`config.mk`:
```
export PLATFORM = sky130hd
export DESIGN_NAME = uart_tx_fifo_param
export DESIGN_NICKNAME = d
export VERILOG_FILES = /design/src/rtl/uart_pkg.sv /design/src/rtl/uart_sync_fifo.sv /design/src/rtl/uart_tx_fifo_param.sv
export SDC_FILE = /design/constraint.sdc
export NUM_CORES = 1
export LEC_CHECK = 0
export BUFFER_PORTS_ARGS = -buffer_cell sky130_fd_sc_hd__buf_4
export CAP_MARGIN = 0
export CORE_MARGIN = 2
export CORE_UTILIZATION = 60
export DETAILED_ROUTE_END_ITERATION = 10
export PLACE_DENSITY = 0.81
export SLEW_MARGIN = 20
export SYNTH_ARGS = -nofsm -noshare
export SYNTH_HDL_FRONTEND = slang
export SYNTH_SLANG_ARGS = --single-unit
```
`constraint.sdc`:
```
create_clock -name clk -period 2.75 [get_ports clk]
set_clock_uncertainty 0.2 [all_clocks]
set_input_delay 0.825 -clock clk [delete_from_list [all_inputs] [get_ports clk]]
set_output_delay 0.825 -clock clk [all_outputs]
set_load 0.01 [all_outputs]
```
`src/rtl/uart_pkg.sv`:
```
// Shared types and helpers for the UART transmit/receive blocks.
package uart_pkg;

  typedef enum logic [2:0] {IDLE, START, DATA, PAR, STOP} tx_state_t;

  typedef enum logic [1:0] {PAR_NONE, PAR_EVEN, PAR_ODD} parity_e;

  // Clock cycles per bit period, truncated.
  function automatic int calc_div(input int clk_hz, input int baud);
    return clk_hz / baud;
  endfunction

  // Any value other than 1 or 2 means no parity bit.
  function automatic parity_e parity_mode(input int p);
    case (p)
      1:       return PAR_EVEN;
      2:       return PAR_ODD;
      default: return PAR_NONE;
    endcase
  endfunction

endpackage

```
`src/rtl/uart_sync_fifo.sv`:
```
// Synchronous FIFO with registered occupancy count; a push is refused when full.
module uart_sync_fifo #(
  parameter int WIDTH = 8,
  parameter int DEPTH = 4
) (
  input  logic             clk,
  input  logic             rst,
  input  logic             push,
  input  logic [WIDTH-1:0] wdata,
  input  logic             pop,
  output logic [WIDTH-1:0] rdata,
  output logic             full,
  output logic             empty
);

  localparam int AW = (DEPTH > 1) ? $clog2(DEPTH) : 1;

  if (DEPTH < 2 || (DEPTH & (DEPTH - 1)) != 0) begin : g_depth_chk
    $error("uart_sync_fifo: DEPTH must be a power of two >= 2");
  end

  logic [WIDTH-1:0] mem_q [DEPTH];
  logic [AW-1:0]    wr_ptr_q, wr_ptr_d;
  logic [AW-1:0]    rd_ptr_q, rd_ptr_d;
  logic [AW:0]      count_q, count_d;
  logic             push_ok, pop_ok;

  assign full    = (count_q == (AW+1)'(DEPTH));
  assign empty   = (count_q == '0);
  assign push_ok = push && !full;
  assign pop_ok  = pop && !empty;
  assign rdata   = mem_q[rd_ptr_q];

  always_comb begin
    wr_ptr_d = push_ok ? wr_ptr_q + AW'(1) : wr_ptr_q;
    rd_ptr_d = pop_ok  ? rd_ptr_q + AW'(1) : rd_ptr_q;
    count_d  = count_q;
    case ({push_ok, pop_ok})
      2'b10:   count_d = count_q + (AW+1)'(1);
      2'b01:   count_d = count_q - (AW+1)'(1);
      default: count_d = count_q;
    endcase
  end

  always_ff @(posedge clk) begin
    if (rst) begin
      wr_ptr_q <= '0;
      rd_ptr_q <= '0;
      count_q  <= '0;
    end else begin
      wr_ptr_q <= wr_ptr_d;
      rd_ptr_q <= rd_ptr_d;
      count_q  <= count_d;
    end
  end

  // Storage needs no reset; the count alone decides what is valid.
  always_ff @(posedge clk) begin
    if (push_ok) mem_q[wr_ptr_q] <= wdata;
  end

endmodule

```
`src/rtl/uart_tx_fifo_param.sv`:
```
// Parametrised UART transmitter fed by a FIFO through a valid/ready write port.
module uart_tx_fifo_param
  import uart_pkg::*;
#(
  parameter int CLK_HZ     = 100_000_000,
  parameter int BAUD       = 115_200,
  parameter int DATA_BITS  = 8,
  parameter int PARITY     = 0,
  parameter int STOP_BITS  = 1,
  parameter int FIFO_DEPTH = 4
) (
  input  logic                 clk,
  input  logic                 rst,
  input  logic [DATA_BITS-1:0] din,
  input  logic                 in_valid,
  output logic                 in_ready,
  output logic                 tx,
  output logic                 tx_done,
  output logic                 busy
);

  localparam int      DIV      = calc_div(CLK_HZ, BAUD);
  localparam int      CNT_W    = (DIV > 1) ? $clog2(DIV) : 1;
  localparam int      BIT_W    = $clog2(DATA_BITS + 1);
  localparam parity_e PAR_MODE = parity_mode(PARITY);

  localparam logic [CNT_W-1:0] DIV_LAST  = CNT_W'(DIV - 1);
  localparam logic [BIT_W-1:0] DATA_LAST = BIT_W'(DATA_BITS - 1);
  localparam logic [BIT_W-1:0] STOP_LAST = BIT_W'(STOP_BITS - 1);

  if (DIV < 2) begin : g_div_chk
    $error("uart_tx_fifo_param: CLK_HZ/BAUD must be >= 2");
  end
  if (DATA_BITS < 5 || DATA_BITS > 9) begin : g_bits_chk
    $error("uart_tx_fifo_param: DATA_BITS must be 5..9");
  end
  if (STOP_BITS < 1 || STOP_BITS > 2) begin : g_stop_chk
    $error("uart_tx_fifo_param: STOP_BITS must be 1 or 2");
  end

  tx_state_t            state_q, state_d;
  logic [CNT_W-1:0]     baud_q, baud_d;
  logic [BIT_W-1:0]     bit_q, bit_d;
  logic [DATA_BITS-1:0] shift_q, shift_d;
  logic                 par_q, par_d;
  logic                 tx_q, tx_d;
  logic                 done_q, done_d;

  logic                 fifo_pop, fifo_full, fifo_empty;
  logic [DATA_BITS-1:0] fifo_rdata;
  logic                 period_end;

  uart_sync_fifo #(
    .WIDTH (DATA_BITS),
    .DEPTH (FIFO_DEPTH)
  ) u_fifo (
    .clk   (clk),
    .rst   (rst),
    .push  (in_valid),
    .wdata (din),
    .pop   (fifo_pop),
    .rdata (fifo_rdata),
    .full  (fifo_full),
    .empty (fifo_empty)
  );

  assign in_ready   = !fifo_full;
  assign busy       = (state_q != IDLE) || !fifo_empty;
  assign tx         = tx_q;
  assign tx_done    = done_q;
  assign period_end = (baud_q == DIV_LAST);

  // tx_d always reflects the state being entered, so tx is registered with the state.
  always_comb begin
    state_d  = state_q;
    baud_d   = baud_q;
    bit_d    = bit_q;
    shift_d  = shift_q;
    par_d    = par_q;
    tx_d     = tx_q;
    done_d   = 1'b0;
    fifo_pop = 1'b0;

    if (state_q != IDLE) baud_d = period_end ? '0 : baud_q + CNT_W'(1);

    case (state_q)
      IDLE: begin
        tx_d = 1'b1;
        if (!fifo_empty) begin
          fifo_pop = 1'b1;
          shift_d  = fifo_rdata;
          par_d    = (PAR_MODE == PAR_ODD) ? ~^fifo_rdata : ^fifo_rdata;
          baud_d   = '0;
          state_d  = START;
          tx_d     = 1'b0;
        end
      end
      START: begin
        if (period_end) begin
          state_d = DATA;
          bit_d   = '0;
          tx_d    = shift_q[0];
        end
      end
      DATA: begin
        if (period_end) begin
          if (bit_q == DATA_LAST) begin
            bit_d = '0;
            if (PAR_MODE != PAR_NONE) begin
              state_d = PAR;
              tx_d    = par_q;
            end else begin
              state_d = STOP;
              tx_d    = 1'b1;
            end
          end else begin
            bit_d   = bit_q + BIT_W'(1);
            shift_d = shift_q >> 1;
            tx_d    = shift_q[1];
          end
        end
      end
      PAR: begin
        if (period_end) begin
          state_d = STOP;
          bit_d   = '0;
          tx_d    = 1'b1;
        end
      end
      STOP: begin
        tx_d = 1'b1;
        if (period_end) begin
          if (bit_q == STOP_LAST) begin
            state_d = IDLE;
            done_d  = 1'b1;
          end else begin
            bit_d = bit_q + BIT_W'(1);
          end
        end
      end
      default: begin
        state_d = IDLE;
        tx_d    = 1'b1;
      end
    endcase
  end

  always_ff @(posedge clk) begin
    if (rst) begin
      state_q <= IDLE;
      baud_q  <= '0;
      bit_q   <= '0;
      shift_q <= '0;
      par_q   <= 1'b0;
      tx_q    <= 1'b1;
      done_q  <= 1'b0;
    end else begin
      state_q <= state_d;
      baud_q  <= baud_d;
      bit_q   <= bit_d;
      shift_q <= shift_d;
      par_q   <= par_d;
      tx_q    <= tx_d;
      done_q  <= done_d;
    end
  end

endmodule
```
### After elaboration in Yosys (flattened, before gate mapping)

Memory sizes are Yosys's and may differ from the RTL's. A register that Yosys moved wholly into a read port is not among the register bits.
Index checks and enable logic that the tools add are counted.
Widths: inputs -> output; s select.

* bits in registers: 34
* RAM bits: 32
* input port bits: 11
* output and inout bits: 4
* logic and storage cells: 91
* memories kept: 1

Memory list
* u_fifo.mem_q: words 4, width 8, read ports 1, clocked after Yosys merged registers in 1, wr ports 1, RTL line uart_sync_fifo.sv:22 `logic [WIDTH-1:0] mem_q [DEPTH];`

* add/subtract/negate cells: 6
* equality and inequality tests: 19
* multiplexer cells: 36
* bitwise gates (word level): 2
* reduce and logical (&&, ||, !) cells: 18

Operators by type and width (number)
* $mux 10: 4
* $mux 8: 3
* $mux 3: 7
* $mux 4: 5
* $ne 2x2->1 const B: 9
* $pmux 8 s2: 1
* $pmux 3 s5: 1
* $pmux 4 s3: 1
* $add 10x1->10 const B: 1
* $eq 10x10->1 const B: 1
* $mux 1: 10
* $reduce_and 7->1: 1
* $eq 3x2->1 const B: 2
* $eq 3x3->1 const B: 2
* $logic_not 3->1: 2
* $pmux 3 s2: 1
* $reduce_bool 3->1: 2
* $reduce_and 5->1: 1
* $add 2x1->2 const B: 2
* $add 4x1->4 const B: 1
* $eq 4x3->1 const B: 1
* $logic_not 4->1: 1
* $mux 2: 2
* $pmux 1 s4: 1
* other kinds (15): 19

### Depth between registers and ports, before layout

* depth after elaboration: 6
* gate-level depth with buffers: 9
* depth with buffers taken out: 9

### By module

A second synthesis with hierarchy kept.

* cells, all modules: 278
* area, all modules: 3144.3 um2

Modules (own cells, without submodules)
* uart_sync_fifo: times used 1, cells each 96, area an instance 1635.3 um2, sequential area each 1141.1 um2
* uart_tx_fifo_param: times used 1, cells each 182, area an instance 1508.9 um2, sequential area each 540.5 um2

### Worst setup path before layout

OpenSTA, ideal clock, no wires.

* path kind: register -> register
* start: register state_q[0]
* end: register u_fifo.count_q[2]
* setup time: 0.070 ns
* arrival: 2.220 ns
* required time: 2.480 ns
* setup slack: 0.260 ns
* stages on the path, launching flop included: 10
* path buffers: 1
* period minus slack after synthesis: 2.490 ns
* cell sequence: dfxtp_1 -> or3_1 -> clkbuf_1 -> nor2_1 -> ha_1 -> inv_1 -> fa_1 -> xor2_1 -> or3_1 -> a21oi_1

* cells in the longest elaborated chain, start to end: 5
* elaborated cells between the ends (all ways): 7
* those cells by class: 2 x eq/ne; 2 x mux; 3 x reduce/logical

RTL lines
* start, declared: RTL line uart_tx_fifo_param.sv:41 `tx_state_t state_q, state_d;`
* start signal, assigned: RTL line uart_tx_fifo_param.sv:158 `state_q <= state_d;`
* $logic_not 3->1 *: RTL line uart_tx_fifo_param.sv:86 `case (state_q)`
* $mux 1 *: RTL line uart_tx_fifo_param.sv:86
* $logic_and 1x1->1 *: RTL line uart_sync_fifo.sv:31 `assign pop_ok = pop && !empty;`
* named net u_fifo.pop_ok: RTL line uart_sync_fifo.sv:26 `logic push_ok, pop_ok;`
* $eq 2x1->1 / $eq 2x2->1 (equally long branches): RTL line uart_sync_fifo.sv:38 `case ({push_ok, pop_ok})`
* $pmux 3 s2 / $reduce_bool 2->1 (equally long branches)
* end signal, assigned: RTL line uart_sync_fifo.sv:53 `count_q <= count_d;`
* end, declared: RTL line uart_sync_fifo.sv:25 `logic [AW:0] count_q, count_d;`

The timed path passes the listed nets; every way through them passes the cells marked *.
A chain may end at the register's enable or synchronous reset.

### Worst setup path in the final report

* start: register state_q[2]
* end: output busy

* cells in the longest elaborated chain, start to end: 2

RTL lines
* $reduce_bool 3->1: RTL line uart_tx_fifo_param.sv:68 `assign busy = (state_q != IDLE) || !fifo_empty;`
* $logic_or 1x1->1: RTL line uart_tx_fifo_param.sv:68
* end, declared: RTL line uart_tx_fifo_param.sv:19 `output logic busy`

Every way passes these cells.

==> results.py <==
metrics = {
    "flow_run": {
        "max-cap-violations": 0,
    },
    "critical_path": {
        "crit_arrival_ns": 1.60,
        "setup.worst_path.start_class": "flop",
        "setup.worst_path.class": "reg -> out",
        "required_ns": 1.73,
        "startpoint": "state_q[2]$_SDFFE_PP0P_",
        "r2r_start": "u_fifo.count_q[0]$_SDFFE_PP0P_",
        "critPathMaxFanout": 4,
        "end_kind": "primary output",
    },
    "hold_path": {
        "min_from": "shift_q[3]$_SDFFE_PP0P_",
        "hp-class": "reg -> reg",
    },
    "placed_design": {
        "hpwl_um": 3930,
        "io_buffers": 14,
        "gp_congestion": 0.810,
        "place_inst": 354,
    },
    "power": {
        "power_density_mw_per_mm2": 1030,
        "p_sw_uw": 1310,
        "p_leak_uw": 0.00128,
        "p_comb_frac": 0.408,
        "intPower_uw": 2370,
        "power_frac_seq": 0.377,
        "switching_share": 0.356,
        "peakVddDrop_mv": 0.628,
        "pwr-share-clk": 0.214,
        "total_power_uw": 3680,
    },
    "timing": {
        "slew_violations": 0,
        "hold_viol_final": 0,
        "tightest_slew_ns": 0.529,
        "setup_viol": 0,
        "post-route-period-util": 0.955,
        "slew_headroom": 0.647,
        "min_period_ns": 2.63,
        "grt_setup_unrepaired": "false",
        "max_freq_ghz": 0.381,
        "finalSetupTns_ns": 0,
    },
    "cells_and_area": {
        "syn_to_final_growth_pct": 12.5,
        "diodes": 0,
        "drive_gt1_frac": 0.193,
        "num-nets-final": 320,
        "stdcell_count": 375,
    },
    "synth": {
        "synth_cells": 279,
        "synth_edf_count": 32,
        "synth_top_family_by_area": "simple AND/OR/NAND/NOR gates",
        "synth_area_sq_mm": 0.00318,
        "synth-simple-area-share": 0.181,
        "yosysWarningCount": 0,
        "synth-main-ff-cell": "dfxtp_1",
        "ys_types": 56,
        "ys_ff_latch": 68,
        "ys_seq_area_frac": 0.529,
        "synth_xor_area_frac": 0.0165,
        "syn_nets": 299,
        "synthAdderAreaFrac": 0.0378,
        "synth.area.mux_share": 0.0882,
        "syn_area_per_cell_sq_um": 11.4,
        "synthArstFlopShare": 0,
        "synth_compound_area_frac": 0.113,
    },
    "clock_tree": {
        "cts_buffer_depth": 2,
        "cts-buffers-inserted": 9,
        "worst_skew_pair.late_latency_ns": 0.33,
        "cts-root-buf": "clkbuf_8",
        "ctsHtreeMaxLevel": 3,
        "cts_tree": "yes",
        "clk_pin_slew_worst_paths_ns": 0.08,
        "numClockSinks": 68,
    },
    "global_routing": {
        "grt_pass1_wl_um": 9970,
        "grt_max_degree": 34,
        "grtUsageTotal": 0.216,
        "grt_pass1_vias": 2103,
        "antenna_found_initial": 0,
        "grt.overflow.total": 0,
    },
    "route": {
        "via_per_inst": 5.82,
        "wire_per_inst_um": 15.7,
        "remaining_drc_errors": 0,
        "detail_route.iter0.violations": 148,
        "ant_nets": 0,
        "drt-pass1-iter-count": 5,
        "wl_um": 5890,
        "vias": 2184,
    },
    "die": {
        "die-width_um": 76.8,
        "start_util": 0.622,
        "pin_count": 15,
        "die_area_sq_mm": 0.00590,
        "fp.coreArea_sq_mm": 0.00511,
        "fp.dieH_um": 76.8,
        "fp-row-count": 26,
    },
    "run_status": {
        "status": "complete, no violations",
    },
}
-- worst max-delay path: stages (launching register included) --
cell and delay [ns]:
dfxtp_1 0.33, or3_1 0.39, buf_4 0.18, nor2_4 0.13, inv_1 0.10, buf_4 0.15
-- layout make-up --
type | count | area, sq um
Multi-Input combinational cell | 186 | 1390
Fill cell | 381 | 1530
Clock buffer | 9 | 124
Timing Repair Buffer | 25 | 188
Inverter | 10 | 37.5
Sequential cell | 68 | 1680
Tap cell | 70 | 87.6
Clock inverter | 7 | 66.3
-- kinds of logic after synthesis --
logic type | count (synthesis)
AOI/OAI and AO/OA | 54
xor gates and xnor gates | 6
adders and majority gates | 9
buffers and inverters | 25
DFF | 68
muxes | 18
and+or+nand+nor | 99
-- synthesized netlist by cell type, drive strengths merged (2+ instances only) --
cell    instances  area (sq um)
xnor2           3          26.3
inv            10          37.5
o21a            2          15.0
nand3b          2          15.0
o21ai          17          88.8
and2            2          12.5
a211oi          4          30.0
mux2i          10           100
a31oi           3          33.8
nor4            2          27.5
nor3            7          40.0
or4b            2          20.0
or3            13          81.3
buf             8          46.3
a311oi          3          32.5
nor2           25           101
a21oi          16          80.1
clkbuf          7          26.3
dfxtp          36           721
mux4            8           180
xor2            3          26.3
nand3           9          55.1
nor3b           2          15.0
and3            6          38.8
nand4           7          43.8
nand2          12          45.0
or3b            3          26.3
ha              8           100
edfxtp         32           961
-- power by group through the flow --
| stage | Combinational (uW) | Clock [uW] | Sequential, uW |
|---|---|---|---|
| after floorplan | 1100 | 0 | 1350 |
| after global placement | 1320 | 0 | 1400 |
| after detailed placement | 1350 | 0 | 1410 |
| after CTS | 1370 | 804 | 1390 |
| after global routing | 1640 | 845 | 1410 |
| final | 1500 | 789 | 1390 |
-- registers in the layout (all words and copies together), names as in the netlist, named ones only --
register and cells:
tx_done 1, u_fifo.wr_ptr_q 2, shift_q 8, state_q 3
u_fifo.mem_q 32, bit_q 4, u_fifo.count_q 3, tx 1
baud_q 10, u_fifo.rd_ptr_q 2
-- layer usage --
layer | vias to the layer above | part of all wire | track usage
li1 | 1085 | - | -
met4 | 0 | 0.011 | 0.0764
met1 | 1048 | 0.46 | 0.294
met3 | 6 | 0.042 | 0.0588
met2 | 45 | 0.48 | 0.333
met5 | - | 0 | 0
-- layout by cell type, fill, tap and decap left out, types with 2 or more instances in the layout --
| cell | n |
|---|---|
| dfxtp_1 | 35 |
| edfxtp_1 | 32 |
| buf_4 | 25 |
| nor2_1 | 24 |
| a21oi_1 | 16 |
| o21ai_0 | 15 |
| or3_1 | 13 |
| nand2_1 | 12 |
| inv_1 | 10 |
| mux2i_1 | 10 |
| clkbuf_8 | 9 |
| mux4_2 | 8 |
| ha_1 | 8 |
| nand3_1 | 7 |
| nand4_1 | 7 |
| nor3_1 | 6 |
| and3_1 | 5 |
| a211oi_1 | 4 |
| xnor2_1 | 3 |
| xor2_1 | 3 |
| and2_1 | 2 |
| a31oi_1 | 2 |
| nand3_2 | 2 |
| or4b_1 | 2 |
| a311oi_1 | 2 |
| nand3b_1 | 2 |
| nor3b_1 | 2 |
| or3b_1 | 2 |
| o21a_1 | 2 |
| clkinv_1 | 2 |
| clkinvlp_4 | 2 |
-- final timing paths --
check / to / slack (ns) / cells past startpoint
worst max-delay path: busy / 0.12 / 5
worst min-delay path: shift_q[3]$_SDFFE_PP0P_ / 0.28 / 2
worst max register to register: u_fifo.count_q[2]$_SDFFE_PP0P_ / 0.14 / 9
worst min register to register: shift_q[3]$_SDFFE_PP0P_ / 0.28 / 2
-- stage by stage --
step	utilization	hold WS [ns]	instance area, sq um	setup slack (ns)
2_1_floorplan	-	0.249	3180	0.260
3_3_place_gp	0.655	0.260	3340	0.142
3_5_place_dp	0.655	0.271	3340	0.00825
4_1_cts	0.692	0.282	3530	0.0112
5_1_grt	0.700	0.311	3580	0.00318
6_report	0.700	0.284	3580	0.122
-- repair_timing --
item	in CTS	in global routing
hold endpoints to repair	0	0
setup endpoints to repair	1	2
hold buffers	0	0
gates resized for setup	0	2
setup buffers	0	5
pin swaps	1	1
No activity file was read; power rests on OpenSTA's default activity.
